--- src/rtl/seg_scanner_pkg.sv ---
// Shared defaults for the seven-segment scanner.
// Board defaults: 4 digits, 1 kHz per digit at 100 MHz.
package seg_scanner_pkg;

  localparam int DEF_NUM_DIGITS  = 4;
  localparam int DEF_REFRESH_DIV = 100000;

  // Counter/index width that never collapses to zero bits.
  function automatic int idx_w(input int n);
    return (n > 1) ? $clog2(n) : 1;
  endfunction

endpackage

--- src/rtl/seg_scanner_refresh_tick.sv ---
// refresh_tick: free-running divider, tick on terminal count.
// Ports: clk, reset (async high), tick (1 cycle every DIV clocks).
module refresh_tick
  import seg_scanner_pkg::*;
#(
  parameter int DIV = DEF_REFRESH_DIV
) (
  input  logic clk,
  input  logic reset,
  output logic tick
);

  localparam int CW = idx_w(DIV);

  logic [CW-1:0] r_cnt;

  assign tick = (r_cnt == CW'(DIV - 1));

  always_ff @(posedge clk or posedge reset) begin
    if (reset) begin
      r_cnt <= '0;
    end else if (tick) begin
      r_cnt <= '0;
    end else begin
      r_cnt <= r_cnt + 1'b1;
    end
  end

endmodule

--- src/rtl/seg_scanner.sv ---
// seg_scanner: time-multiplexed 7-seg digit scanner with
// tear-free frame latch, per-digit blanking, zero suppression.
// Ports: clk, reset (async high), value, load, blank_mask,
//   lz_suppress in; number, anode (low), digit_idx, frame_done out.
module seg_scanner
  import seg_scanner_pkg::*;
#(
  parameter int NUM_DIGITS  = DEF_NUM_DIGITS,
  parameter int REFRESH_DIV = DEF_REFRESH_DIV
) (
  input  logic                            clk,
  input  logic                            reset,
  input  logic [4*NUM_DIGITS-1:0]         value,
  input  logic                            load,
  input  logic [NUM_DIGITS-1:0]           blank_mask,
  input  logic                            lz_suppress,
  output logic [3:0]                      number,
  output logic [NUM_DIGITS-1:0]           anode,
  output logic [idx_w(NUM_DIGITS)-1:0]    digit_idx,
  output logic                            frame_done
);

  localparam int IW = idx_w(NUM_DIGITS);
  localparam logic [NUM_DIGITS-1:0] ANODE_OFF = '1;

  logic [4*NUM_DIGITS-1:0] r_pending;
  logic [4*NUM_DIGITS-1:0] r_active;
  logic [IW-1:0]           r_idx;
  logic [3:0]              r_number;
  logic [NUM_DIGITS-1:0]   r_anode;
  logic                    r_frame_done;

  logic                    w_tick;
  logic                    w_last;
  logic                    w_wrap;
  logic [IW-1:0]           w_next_idx;
  logic [4*NUM_DIGITS-1:0] w_active_nxt;
  logic                    w_zero_above;
  logic [NUM_DIGITS-1:0]   w_lz_dark;
  logic [3:0]              w_num_nxt;
  logic [NUM_DIGITS-1:0]   w_anode_nxt;

  refresh_tick #(
    .DIV (REFRESH_DIV)
  ) u_tick (
    .clk   (clk),
    .reset (reset),
    .tick  (w_tick)
  );

  always_comb begin
    w_last       = (r_idx == IW'(NUM_DIGITS - 1));
    w_next_idx   = w_last ? '0 : r_idx + 1'b1;
    w_wrap       = w_tick & w_last;
    // A load on the wrap edge bypasses pending so it is not
    // delayed by a whole frame.
    w_active_nxt = w_wrap ? (load ? value : r_pending) : r_active;

    // Walk from the most significant digit down; a digit is a
    // leading zero while every nibble at or above it is zero.
    w_zero_above = 1'b1;
    w_lz_dark    = '0;
    for (int i = NUM_DIGITS - 1; i >= 0; i--) begin
      w_zero_above = w_zero_above & (w_active_nxt[4*i +: 4] == 4'h0);
      if (i > 0) begin
        w_lz_dark[i] = lz_suppress & w_zero_above;
      end
    end

    w_num_nxt   = '0;
    w_anode_nxt = ANODE_OFF;
    for (int i = 0; i < NUM_DIGITS; i++) begin
      if (w_next_idx == IW'(i)) begin
        w_num_nxt      = w_active_nxt[4*i +: 4];
        w_anode_nxt[i] = blank_mask[i] | w_lz_dark[i];
      end
    end
  end

  always_ff @(posedge clk or posedge reset) begin
    if (reset) begin
      r_pending    <= '0;
      r_active     <= '0;
      r_idx        <= '0;
      r_number     <= '0;
      r_anode      <= ANODE_OFF;
      r_frame_done <= 1'b0;
    end else begin
      if (load) begin
        r_pending <= value;
      end
      r_active     <= w_active_nxt;
      r_frame_done <= w_wrap;
      if (w_tick) begin
        r_idx    <= w_next_idx;
        r_number <= w_num_nxt;
        r_anode  <= w_anode_nxt;
      end
    end
  end

  assign number     = r_number;
  assign anode      = r_anode;
  assign digit_idx  = r_idx;
  assign frame_done = r_frame_done;

endmodule
--- config.mk ---
export PLATFORM = sky130hd
export DESIGN_NAME = seg_scanner
export DESIGN_NICKNAME = d
export VERILOG_FILES = /design/src/rtl/seg_scanner_pkg.sv /design/src/rtl/seg_scanner_refresh_tick.sv /design/src/rtl/seg_scanner.sv
export SDC_FILE = /design/constraint.sdc
export NUM_CORES = 1
export LEC_CHECK = 0
export ABC_AREA = 1
export BUFFER_PORTS_ARGS = -buffer_cell sky130_fd_sc_hd__buf_2
export CORE_UTILIZATION = 54
export CTS_BUF_LIST = sky130_fd_sc_hd__clkbuf_2
export DETAILED_ROUTE_END_ITERATION = 10
export PLACE_DENSITY = 0.74
export SYNTH_ARGS = -nofsm -noshare
export SYNTH_HDL_FRONTEND = slang
export SYNTH_SLANG_ARGS = --single-unit
--- constraint.sdc ---
create_clock -name clk -period 2.4 [get_ports clk]
set_input_delay 0.36 -clock clk [delete_from_list [all_inputs] [get_ports clk]]
set_output_delay 0.36 -clock clk [all_outputs]
set_load 0.05 [all_outputs]
Yosys cells after proc, flatten, opt, wreduce, memory -nomap -nowiden
Index checks and enable logic that the tools add are counted.

storage, ports and cells
  bits in registers = 60
  output and inout port bits = 11
  word-level logic and storage cells = 39

cells by class
  bitwise operators = 9
  muxes and demuxes = 12
  reductions and logical operators = 4
  equality and inequality tests = 5
  add/sub/neg operators = 2

operators by type and width
  operator                                                               count
  16-bit two-way mux                                                     2
  17-bit by 1-bit adder with 17-bit output, second input constant        1
  17-bit equality test, second input constant                            1
  17-bit two-way mux                                                     1
  4-bit two-way mux                                                      4
  4-bit zero test                                                        3
  1-bit bitwise AND                                                      6
  2-bit equality test, second input constant                             3
  1-bit two-way mux                                                      4
  1-bit bitwise OR                                                       3
  2-bit by 1-bit adder with 2-bit output, second input constant          1
  2-bit by 1-bit equality test with 1-bit output, second input constant  1
  2-bit zero test                                                        1
  2-bit two-way mux                                                      1

Longest topological paths before layout
Gate-level depths: netlist of run 1.

  depth after elaboration = 9
  gate-level depth with buffers = 13
  depth with buffers taken out = 12

Modules after synthesis
A second synthesis of run 1 with hierarchy kept.

unflattened totals
  cell total of the unflattened synthesis = 391
  area total of the unflattened synthesis = 3002.9 um^2

modules (own cells, without submodules)
  module        cells an instance  seq. area each (um^2)  area an instance (um^2)  instances
  seg_scanner   247                1081.0                 2025.7                   1
  refresh_tick  144                425.4                  977.2                    1

Least setup slack after synthesis of run 1
OpenSTA, ideal clock, no wires.

  path type = reg2reg
  start = register r_idx[0] (netlist: digit_idx[0])
  end = register r_anode[1] (netlist: anode[1])
  arrival time = 1.835 ns
  stages on the path, launching flop included = 9
  required time = 2.332 ns
  path buffers = 1
  clock period less this slack = 1.903 ns
  slack = 0.497 ns
  path through = dfrtp_1 -> ha_1 -> clkbuf_1 -> nand3_1 -> nand2_1 -> nand3_1 -> nor2_2 -> nand3_1 -> a21oi_2

between the ends
  longest elaborated chain between the ends = 9
  elaborated cells between the ends (all ways) = 14
  those cells by class = add/sub (1); eq/ne (2); mux (3); bitwise (5); reduce/logical (3)

ends and longest elaborated chain
  what                            RTL line           text
  start: declaration              seg_scanner.sv:28  logic [IW-1:0] r_idx;
  start signal: assignment        seg_scanner.sv:95  r_idx <= w_next_idx;
  2-bit equality test             seg_scanner.sv:52  w_last = (r_idx == IW'(NUM_DIGITS - 1));
  1-bit bitwise AND               seg_scanner.sv:54  w_wrap = w_tick & w_last;
  16-bit two-way mux              seg_scanner.sv:57  w_active_nxt = w_wrap ? (load ? value : r_pending) : r_active;
  4-bit zero test                 seg_scanner.sv:64  w_zero_above = w_zero_above & (w_active_nxt[4*i +: 4] == 4'h0);
  1-bit bitwise AND (2 in a row)  seg_scanner.sv:64
  1-bit bitwise AND               seg_scanner.sv:66  w_lz_dark[i] = lz_suppress & w_zero_above;
  1-bit bitwise OR                seg_scanner.sv:75  w_anode_nxt[i] = blank_mask[i] | w_lz_dark[i];
  1-bit two-way mux *             seg_scanner.sv:73  if (w_next_idx == IW'(i)) begin
  end signal: assignment          seg_scanner.sv:97  r_anode <= w_anode_nxt;
  end: declaration                seg_scanner.sv:30  logic [NUM_DIGITS-1:0] r_anode;

Mark *: on every way between the ends. The rest lies on a longest branch, timed or not.
A chain may end at the register's enable or synchronous reset.

Final worst setup path of run 1
  start = register u_tick.r_cnt[0]
  end = register r_anode[1] (netlist: anode[1])

between the ends
  longest elaborated chain between the ends = 9
  elaborated cells between the ends (all ways) = 11
  those cells by class = eq/ne (1); mux (2); bitwise (5); reduce/logical (3)

ends and longest elaborated chain
  what                            RTL line                        text
  start: declaration              seg_scanner_refresh_tick.sv:15  logic [CW-1:0] r_cnt;
  start signal: assignment        seg_scanner_refresh_tick.sv:25  r_cnt <= r_cnt + 1'b1;
  17-bit equality test *          seg_scanner_refresh_tick.sv:17  assign tick = (r_cnt == CW'(DIV - 1));
  1-bit bitwise AND               seg_scanner.sv:54
  16-bit two-way mux              seg_scanner.sv:57
  4-bit zero test                 seg_scanner.sv:64
  1-bit bitwise AND (2 in a row)  seg_scanner.sv:64
  1-bit bitwise AND               seg_scanner.sv:66
  1-bit bitwise OR                seg_scanner.sv:75
  1-bit two-way mux               seg_scanner.sv:73

Marked as above.

==> impl_metrics.env, run 1 <==
export IMPL_crit_fanout=29
export IMPL_ys_flop_type="dfrtp_1"
export IMPL_vias=2401
export IMPL_synth_area_top_cells="dfrtp_1, inv_1, nand2_1"
export IMPL_drive_gt1_frac=0.210
export IMPL_drv_cap=0
export IMPL_synth_top_area_cell="dfrtp_1"
export IMPL_clockBufferDepth=2
export IMPL_ys_ff_latch=60
export IMPL_skew_ns=0.0360
export IMPL_clk_latency_ns=0.51
export IMPL_cts_buffers=9
export IMPL_dr_pass1_iters=4
export IMPL_grt_pass1_vias=2297
export IMPL_grt_pass1_wl_um=10400
export IMPL_grt_max_degree=30
export IMPL_tightest_slew_ns=0.605
export IMPL_vias_per_cell=4.88
export IMPL_cp_end_kind="flop"
export IMPL_design_die_area_sq_um=5960
export IMPL_slew_headroom=0.596
export IMPL_wl_per_cell_um=12.6
export IMPL_grt_overflow=0
export IMPL_dieWidth_um=77.2
export IMPL_drt_iter0_markers=109
export IMPL_htreeDepth=3
export IMPL_die_h_um=77.2
export IMPL_cts_setup_buffers=0
export IMPL_synth_top_cell_area_share=0.459
export IMPL_pin_count=35
export IMPL_hold_path_class="in2reg"
export IMPL_routed_wl_um=6180
export IMPL_initial_core_util=0.558
export IMPL_synth_nets=400
export IMPL_timing_fmax_mhz=493
export IMPL_arrival_ns=2.46
export IMPL_ant_nets=0
export IMPL_area_delta_synth_final_pct=11.2
export IMPL_setup_viol=0
export IMPL_grt_use_total=0.228
export IMPL_rsz0062_at_grt="no"
export IMPL_powerDensity_nw_per_um2=483
export IMPL_ys_seq_area_frac=0.494
export IMPL_crit_path_start_kind="flop"
export IMPL_portBuffers=34
export IMPL_synth_most_common_cell="inv_1"
export IMPL_gp_congestion=0.825
export IMPL_fp_row_count=27
export IMPL_clk_pin_slew_ns=0.18
export IMPL_p_leak_nw=1.91
export IMPL_slew_violations=0
export IMPL_crit_type="reg2reg"
export IMPL_synth_cell_types=34
export IMPL_ctsResizeCount=0
export IMPL_yosysWarnings=0
export IMPL_syn_area_sq_um=3050
export IMPL_clock_sinks=60
export IMPL_final_net_count=445
export IMPL_ctsRootBufferMaster="clkbuf_2"
export IMPL_core_area_sq_um=5470
export IMPL_synthCells=370
export IMPL_finalSetupTns_ns=0
export IMPL_dp_hpwl_um=4550
export IMPL_drc=0
export IMPL_hold_ws_ns=0.0591
export IMPL_antenna_cells=0
export IMPL_synth_edff_count=0
export IMPL_max_vdd_ir_drop_uv=334
export IMPL_antenna_found_initial=0
export IMPL_power_total_mw=1.64
export IMPL_status="finished clean"
export IMPL_netlist_top_cells_count="inv_1, nand2_1, dfrtp_1"
export IMPL_cts_tree="done"
export IMPL_cp_required_ns=2.83
export IMPL_fin_crit_sh=0.846
export IMPL_async_reset_ff_frac=1.00
export IMPL_syn_avg_cell_area_sq_um=8.25
export IMPL_hold_viol_final=0
export IMPL_fin_crit_ns=2.03
export IMPL_hold_buffers=1
## flip-flops by register name, summed over array words and instances (netlist names)
signal        cells
u_tick.r_cnt     17
r_active         16
r_pending        16
anode             4
number            4
digit_idx         2
frame_done        1
## final timing paths
path | startpoint | to | slack (ns) | cells past startpoint
setup reg to reg | u_tick.r_cnt[0]$_DFF_PP0_ | anode[1]$_DFFE_PP1N_ | 0.37 | 11
min in group asynchronous | reset | u_tick.r_cnt[3]$_DFF_PP0_ | 0.44 | 3
hold reg to reg | u_tick.r_cnt[0]$_DFF_PP0_ | u_tick.r_cnt[0]$_DFF_PP0_ | 0.49 | 1
max in group asynchronous | reset | anode[2]$_DFFE_PP1N_ | 1.22 | 4
hold / removal | blank_mask[0] | anode[0]$_DFFE_PP1N_ | 0.06 | 3
setup / recovery | u_tick.r_cnt[0]$_DFF_PP0_ | anode[1]$_DFFE_PP1N_ | 0.37 | 11
## layout make-up
type                            instances  area (sq um)
Clock inverter                          4          16.3
Tap cell                               72          90.1
Clock buffer                           12          60.1
Fill cell                             514          2080
Timing Repair Buffer                   41           225
Multi-Input combinational cell        211          1150
Inverter                               92           345
Sequential cell                        60          1510
## worst max-delay path, cell delays in order, from the launching register on
cell,delay [ns]
dfrtp_1,0.43
ha_1,0.24
nand3_2,0.14
inv_2,0.10
nand4_2,0.10
buf_4,0.29
nand2_1,0.15
o21ai_2,0.09
nand2_1,0.06
nor2_1,0.13
nand3_1,0.11
a21oi_2,0.12
## per-layer routing
metal,up-vias,share of wire,GRT usage
li1,1229,-,-
met1,1102,0.49,0.301
met4,0,0.012,0.0981
met5,-,0,0
met3,7,0.052,0.0619
met2,63,0.45,0.351
## kinds of logic after synthesis
group	synth area share
AND/OR/NAND/NOR	0.219
buffers and inverters	0.129
flip-flops	0.494
AO/OA/AOI/OAI	0.0980
multiplexers	0.0299
adder cells (fa/ha/maj)	0.0246
XOR/XNOR	0.00574
## per-stage QoR
stage | util | instance area [sq um] | setup slack [ns] | cells
6_report | 0.620 | 3390 | 0.371 | 492
5_1_grt | 0.620 | 3390 | 0.174 | 492
4_1_cts | 0.620 | 3390 | 0.373 | 492
3_3_place_gp | 0.604 | 3310 | 0.503 | 475
3_5_place_dp | 0.604 | 3310 | 0.412 | 475
2_1_floorplan | - | 3050 | 0.497 | 370
## cells in the final DEF, fill, tap and decap left out
master,count
inv_1,80
nand2_1,71
dfrtp_1,56
buf_2,34
nor2_1,28
o21ai_0,19
nand3_1,13
a21oi_1,12
clkbuf_2,12
nand4_1,11
inv_2,8
mux2i_1,8
clkinv_1,7
nor2_2,6
o211ai_1,6
ha_1,6
buf_4,6
nor3_1,5
o21ai_2,4
o21a_1,4
dfstp_2,4
nand3_2,3
nand2_2,3
nor3_2,2
xor2_1,2
mux2_2,1
nand4_2,1
nor2_4,1
o21ai_1,1
o221a_2,1
o22a_1,1
nor3b_1,1
a21oi_2,1
clkinv_2,1
dlygate4sd3_1,1
## where the power goes
part           switching [mW]  total (mW)  internal, mW
combinational          0.0668       0.102        0.0347
clock                   0.354       0.492         0.138
sequential            0.00679        1.05          1.04
total                   0.428        1.64          1.21
No activity file was read; power rests on OpenSTA's default activity.
==> run 2, diff against run 1 <==
- PLACE_DENSITY: 0.74 -> 0.77
- clock period: 2.4 -> 1.65 ns (I/O delays scaled with it)
==> impl_metrics.env, run 2 (synthesis results as in run 1) <==
export IMPL_crit_chain="nor2_2 > nand2_1 > nor2_2 > nand4_4 > buf_6 > o21ai_4 > nand2_1 > nor2_2 > nand2_1 > a21oi_1"
export IMPL_htreeDepth=3
export IMPL_vias_per_cell=5.23
export IMPL_clkPwrFrac=0.416
export IMPL_rsz0062_at_grt="yes"
export IMPL_design_die_area_sq_um=5960
export IMPL_hold_ws_ns=0.00915
export IMPL_p_leak_nw=2.25
export IMPL_drc=0
export IMPL_combinationalPowerShare=0.057
export IMPL_skew_ns=0.0294
export IMPL_routed_wl_um=8090
export IMPL_cts_buffers=9
export IMPL_slew_headroom=0.708
export IMPL_ant_nets=0
export IMPL_holdPathStages=3
export IMPL_grt_pass1_wl_um=12400
export IMPL_critPathTopFamily="simple AND/OR/NAND/NOR gates"
export IMPL_crit_fanout=5
export IMPL_cp_num_buf_inv=1
export IMPL_p_sw_uw=669
export IMPL_clock_sinks=60
export IMPL_drive_gt1_frac=0.335
export IMPL_final_common_cell="inv_1"
export IMPL_dr_pass1_iters=5
export IMPL_drt_iter0_markers=209
export IMPL_crit_path_start_kind="flop"
export IMPL_most_common_layout_cells="inv_1, nand2_1, dfrtp_1, buf_4, buf_2"
export IMPL_clk_latency_ns=0.50
export IMPL_crit_type="reg2reg"
export IMPL_grt_use_total=0.274
export IMPL_top_regs="u_tick.r_cnt (17), r_active (16), r_pending (16)"
export IMPL_path_depth=10
export IMPL_clk_pin_slew_ns=0.18
export IMPL_core_area_sq_um=5470
export IMPL_grt_pass1_vias=2704
export IMPL_grt_overflow=0
export IMPL_antenna_found_initial=1
export IMPL_crit_slowest_cell="dfrtp_1"
export IMPL_portBuffers=34
export IMPL_cts_tree="done"
export IMPL_worst_r2r_cell_count=10
export IMPL_die_h_um=77.2
export IMPL_grt_max_degree=44
export IMPL_setup_viol=14
export IMPL_area_delta_synth_final_pct=33.4
export IMPL_tightest_slew_ns=0.438
export IMPL_timing_final_ws_setup_ns=-0.237
export IMPL_wl_per_cell_um=14.9
export IMPL_violations="negative setup slack"
export IMPL_final_net_count=494
export IMPL_clockBufferDepth=2
export IMPL_drv_cap=0
export IMPL_fin_crit_ns=1.89
export IMPL_fillers=380
export IMPL_power_total_mw=2.89
export IMPL_arrival_ns=2.33
export IMPL_swShare=0.231
export IMPL_powerDensity_nw_per_um2=710
export IMPL_dieWidth_um=77.2
export IMPL_fp_row_count=27
export IMPL_vias=2834
export IMPL_cp_required_ns=2.09
export IMPL_timing_fmax_mhz=530
export IMPL_dp_hpwl_um=4970
export IMPL_gp_congestion=0.862
export IMPL_crit_path_max_incr_delay_ns=0.48
export IMPL_largest_reg_flops=17
export IMPL_internal_power_mw=2.22
export IMPL_regMostFlops="u_tick.r_cnt"
export IMPL_pin_count=35
export IMPL_initial_core_util=0.558
export IMPL_seq_power_share=0.527
export IMPL_fin_crit_sh=1.14
export IMPL_cp_end_kind="flop"
export IMPL_hold_viol_final=0
export IMPL_max_vdd_ir_drop_uv=513
export IMPL_slew_violations=0
export IMPL_ctsRootBufferMaster="clkbuf_2"
export IMPL_hold_path_class="in2reg"
export IMPL_status="complete, but fails checks"
[run 2: path summary, 6_finish.rpt]
check	from	end	slack (ns)
min in group asynchronous	reset	u_tick.r_cnt[4]$_DFF_PP0_	0.27
worst max-delay path	u_tick.r_cnt[8]$_DFF_PP0_	anode[2]$_DFFE_PP1N_	-0.24
max in group asynchronous	reset	anode[3]$_DFFE_PP1N_	0.76
worst min register to register	anode[0]$_DFFE_PP1N_	anode[0]$_DFFE_PP1N_	0.53
worst max register to register	u_tick.r_cnt[8]$_DFF_PP0_	anode[2]$_DFFE_PP1N_	-0.24
worst min-delay path	blank_mask[0]	anode[0]$_DFFE_PP1N_	0.009
[run 2: per-layer routing]
metal	vias to the layer above	track usage	wire, um
met5	-	0	0
met4	0	0.102	181
met3	16	0.0488	535
met2	113	0.436	3990
met1	1367	0.374	3380
li1	1338	-	-
[run 2: through the flow]
stage               cells  setup TNS [ns]  utilization  cell area, sq um  setup slack [ns]
floorplan             370               0            -              3060          0.000270
finish                542           -1.79        0.744              4070            -0.237
global placement      509          -0.422        0.657              3590           -0.0713
global route          542           -3.67        0.744              4070            -0.326
CTS                   538          -0.698        0.725              3970           -0.0925
detailed placement    509          -0.895        0.657              3590            -0.129
[run 2: layout make-up]
cell class	count	area, sq um	share of cell area
repair buffers	89	674	0.166
flip-flops and latches	60	1510	0.371
diodes	1	2.50	0.000615
inverters	92	360	0.0885
clock inverters	6	103	0.0252
clock buffers	10	50.0	0.0123
well taps	72	90.1	0.0221
multi-input cells	211	1280	0.314
repair inverters	1	5.00	0.00123
[run 2: worst reg2reg max path, stage by stage (launching register included)]
cell     delay (ns)
dfrtp_1        0.48
nor2_2         0.13
nand2_1        0.07
nor2_2         0.13
nand4_4        0.17
buf_6          0.17
o21ai_4        0.19
nand2_1        0.09
nor2_2         0.16
nand2_1        0.11
a21oi_1        0.14
[run 2: power groups by stage]
stage / clock network (mW) / registers (mW) / logic (mW)
after floorplan: 0 / 1.56 / 0.0862
after global placement: 0 / 1.55 / 0.151
after detailed placement: 0 / 1.55 / 0.154
after CTS: 1.19 / 1.52 / 0.166
after global routing: 1.27 / 1.53 / 0.187
final: 1.20 / 1.52 / 0.164
[run 2: repair_timing]
action	in CTS	in global routing
buffers inserted	7	2
pin swaps	9	7
hold buffers	5	0
endpoints found under the setup margin	13	23
resized for setup	25	25
endpoints found under the hold margin	20	0
cloned	1	1
==> run 3, diff against run 2 <==
--- a/config.mk
+++ b/config.mk
@@ -10,3 +10,3 @@
 export CORE_UTILIZATION = 54
-export CTS_BUF_LIST = sky130_fd_sc_hd__clkbuf_2
+export CTS_BUF_LIST = sky130_fd_sc_hd__clkbuf_8
 export DETAILED_ROUTE_END_ITERATION = 10
==> constraint.sdc (replaced) <==
create_clock -name clk -period 1.65 [get_ports clk]
set_input_delay 0.0825 -clock clk [delete_from_list [all_inputs] [get_ports clk]]
set_output_delay 0.0825 -clock clk [all_outputs]
set_load 0.05 [all_outputs]
==> impl_metrics.env, run 3 (synthesis results as in run 1) <==
export IMPL_max_vdd_ir_drop_uv=578
export IMPL_finalSetupTns_ns=-1.55
export IMPL_skew_ns=0.00999
export IMPL_grt_pass1_wl_um=11900
export IMPL_antenna_found_initial=0
export IMPL_drive_gt1_frac=0.365
export IMPL_portBuffers=34
export IMPL_cp_end_kind="flop"
export IMPL_htreeDepth=3
export IMPL_dr_pass1_iters=5
export IMPL_worstHoldEndpoint="anode[0]$_DFFE_PP1N_"
export IMPL_grt_util_met2=0.398
export IMPL_reg2reg_from="u_tick.r_cnt[15]$_DFF_PP0_"
export IMPL_regMostFlops="u_tick.r_cnt"
export IMPL_grt_max_degree=61
export IMPL_crit_type="reg2reg"
export IMPL_final_net_count=494
export IMPL_antenna_cells=0
export IMPL_vias_per_cell=5.11
export IMPL_ant_nets=0
export IMPL_setup_viol=14
export IMPL_dieWidth_um=77.2
export IMPL_ctsRootBufferMaster="clkbuf_8"
export IMPL_rrSetupSlack_ns=-0.21
export IMPL_fp_row_count=27
export IMPL_most_common_layout_cells="inv_1, nand2_1, dfrtp_1, buf_4, buf_2"
export IMPL_crit_path_start_kind="flop"
export IMPL_arrival_ns=2.13
export IMPL_routed_wl_um=7880
export IMPL_cts_buffers=9
export IMPL_violations="negative hold slack, negative setup slack"
export IMPL_min_from="blank_mask[0]"
export IMPL_top_regs="u_tick.r_cnt (17), r_active (16), r_pending (16)"
export IMPL_cts_tree="done"
export IMPL_place_area_sq_um=3630
export IMPL_die_h_um=77.2
export IMPL_hold_ws_ns=-0.00589
export IMPL_gr_usage_met1=0.372
export IMPL_wl_per_cell_um=14.6
export IMPL_clk_pin_slew_ns=0.06
export IMPL_powerDensity_nw_per_um2=665
export IMPL_status="complete, but fails checks"
export IMPL_clockBufferDepth=2
export IMPL_final_common_cell="inv_1"
export IMPL_fin_crit_ns=1.86
export IMPL_drv_cap=0
export IMPL_p_leak_nw=2.31
export IMPL_tightest_slew_ns=0.359
export IMPL_power_total_mw=2.77
export IMPL_timing_final_ws_setup_ns=-0.214
export IMPL_fin_crit_sh=1.13
export IMPL_design_die_area_sq_um=5960
export IMPL_cp_required_ns=1.92
export IMPL_drc=0
export IMPL_crit_fanout=7
export IMPL_initial_core_util=0.558
export IMPL_grt_pass1_vias=2599
export IMPL_gr_usage_met3=0.0381
export IMPL_hold_path_class="in2reg"
export IMPL_rsz0062_at_grt="yes"
export IMPL_fin_area_sq_um=4160
export IMPL_grt_use_total=0.261
export IMPL_worst_r2r_cell_count=11
export IMPL_holdPathStages=3
export IMPL_dp_hpwl_um=4980
export IMPL_hold_viol_final=1
export IMPL_timing_fmax_mhz=537
export IMPL_drt_iter0_markers=324
export IMPL_reg2reg_to="anode[2]$_DFFE_PP1N_"
export IMPL_vias=2757
export IMPL_gp_congestion=0.871
export IMPL_slew_violations=0
export IMPL_clk_latency_ns=0.34
export IMPL_largest_reg_flops=17
export IMPL_core_area_sq_um=5470
export IMPL_clock_sinks=60
export IMPL_slew_headroom=0.759
export IMPL_area_delta_synth_final_pct=36.4
export IMPL_pin_count=35
export IMPL_grt_overflow=0
export IMPL_gr_max_usage_layer="met2"
[run 3: cell types whose count changed in the layout (fill, tap and decap cells not counted), sizes merged]
cell / previous run / this run
diode: 1 / 0
clkinv: 6 / 4
clkbuf: 10 / 11
bufinv: 3 / 0
clkinvlp: 3 / 0
dlygate4sd3: 5 / 1
inv: 87 / 93
buf: 84 / 88
[run 3: layout make-up]
cell class | instances | area (sq um)
clock buffer | 10 | 138
clock inverter | 5 | 18.8
fill | 370 | 1310
inverter | 92 | 352
multi-input combinational | 211 | 1350
sequential | 60 | 1510
tap | 72 | 90.1
timing repair buffer | 90 | 704
[run 3: worst max path at each step]
stage | from | to | slack (ns) | depth (start not counted)
5_1_grt | u_tick.r_cnt[15]$_DFF_PP0_ | anode[2]$_DFFE_PP1N_ | -0.30 | 11
2_1_floorplan | reset | digit_idx[0]$_DFFE_PP0N_ | -0.04 | 1
3_5_place_dp | u_tick.r_cnt[0]$_DFF_PP0_ | anode[1]$_DFFE_PP1N_ | -0.19 | 10
3_3_place_gp | u_tick.r_cnt[0]$_DFF_PP0_ | number[1]$_DFFE_PP0N_ | -0.08 | 10
6_report | u_tick.r_cnt[15]$_DFF_PP0_ | anode[2]$_DFFE_PP1N_ | -0.21 | 11
4_1_cts | u_tick.r_cnt[0]$_DFF_PP0_ | anode[1]$_DFFE_PP1N_ | -0.12 | 9
[run 3: worst max-delay path: stages, from the launching register on]
cell	delay (ns)
dfrtp_1	0.39
nand2_2	0.07
buf_4	0.14
nor2_2	0.11
nand2_2	0.07
nor2_4	0.20
nand4_1	0.17
nand2_1	0.16
nand3_2	0.11
nor2_4	0.15
nand2_2	0.08
a21oi_2	0.15
[run 3: per-layer routing]
| layer | vias up | part of all wire | wire, um |
|---|---|---|---|
| met2 | 100 | 0.47 | 3710 |
| met5 | - | 0 | 0 |
| met1 | 1304 | 0.45 | 3570 |
| met3 | 17 | 0.053 | 417 |
| li1 | 1336 | - | - |
| met4 | 0 | 0.023 | 178 |
[run 3: through the flow]
stage | std cells | util | worst slack (ns)
6_report | 540 | 0.761 | -0.214
5_1_grt | 540 | 0.761 | -0.300
4_1_cts | 532 | 0.717 | -0.121
3_5_place_dp | 511 | 0.663 | -0.187
3_3_place_gp | 511 | 0.663 | -0.0843
2_1_floorplan | 370 | - | -0.0422
[run 3: power breakdown]
| part | internal, mW | switching (mW) | leakage (nW) |
|---|---|---|---|
| Clock | 0.550 | 0.531 | 0.0985 |
| Sequential | 1.51 | 0.0102 | 0.740 |
| Combinational | 0.0573 | 0.104 | 1.47 |
[run 3: what timing repair did]
action	4_1_cts	5_1_grt
cloned	1	1
buffers inserted	4	8
hold buffers	1	0
setup endpoints to repair	12	22
endpoints found under the hold margin	56	0
pin swaps	4	32
resized for setup	15	50
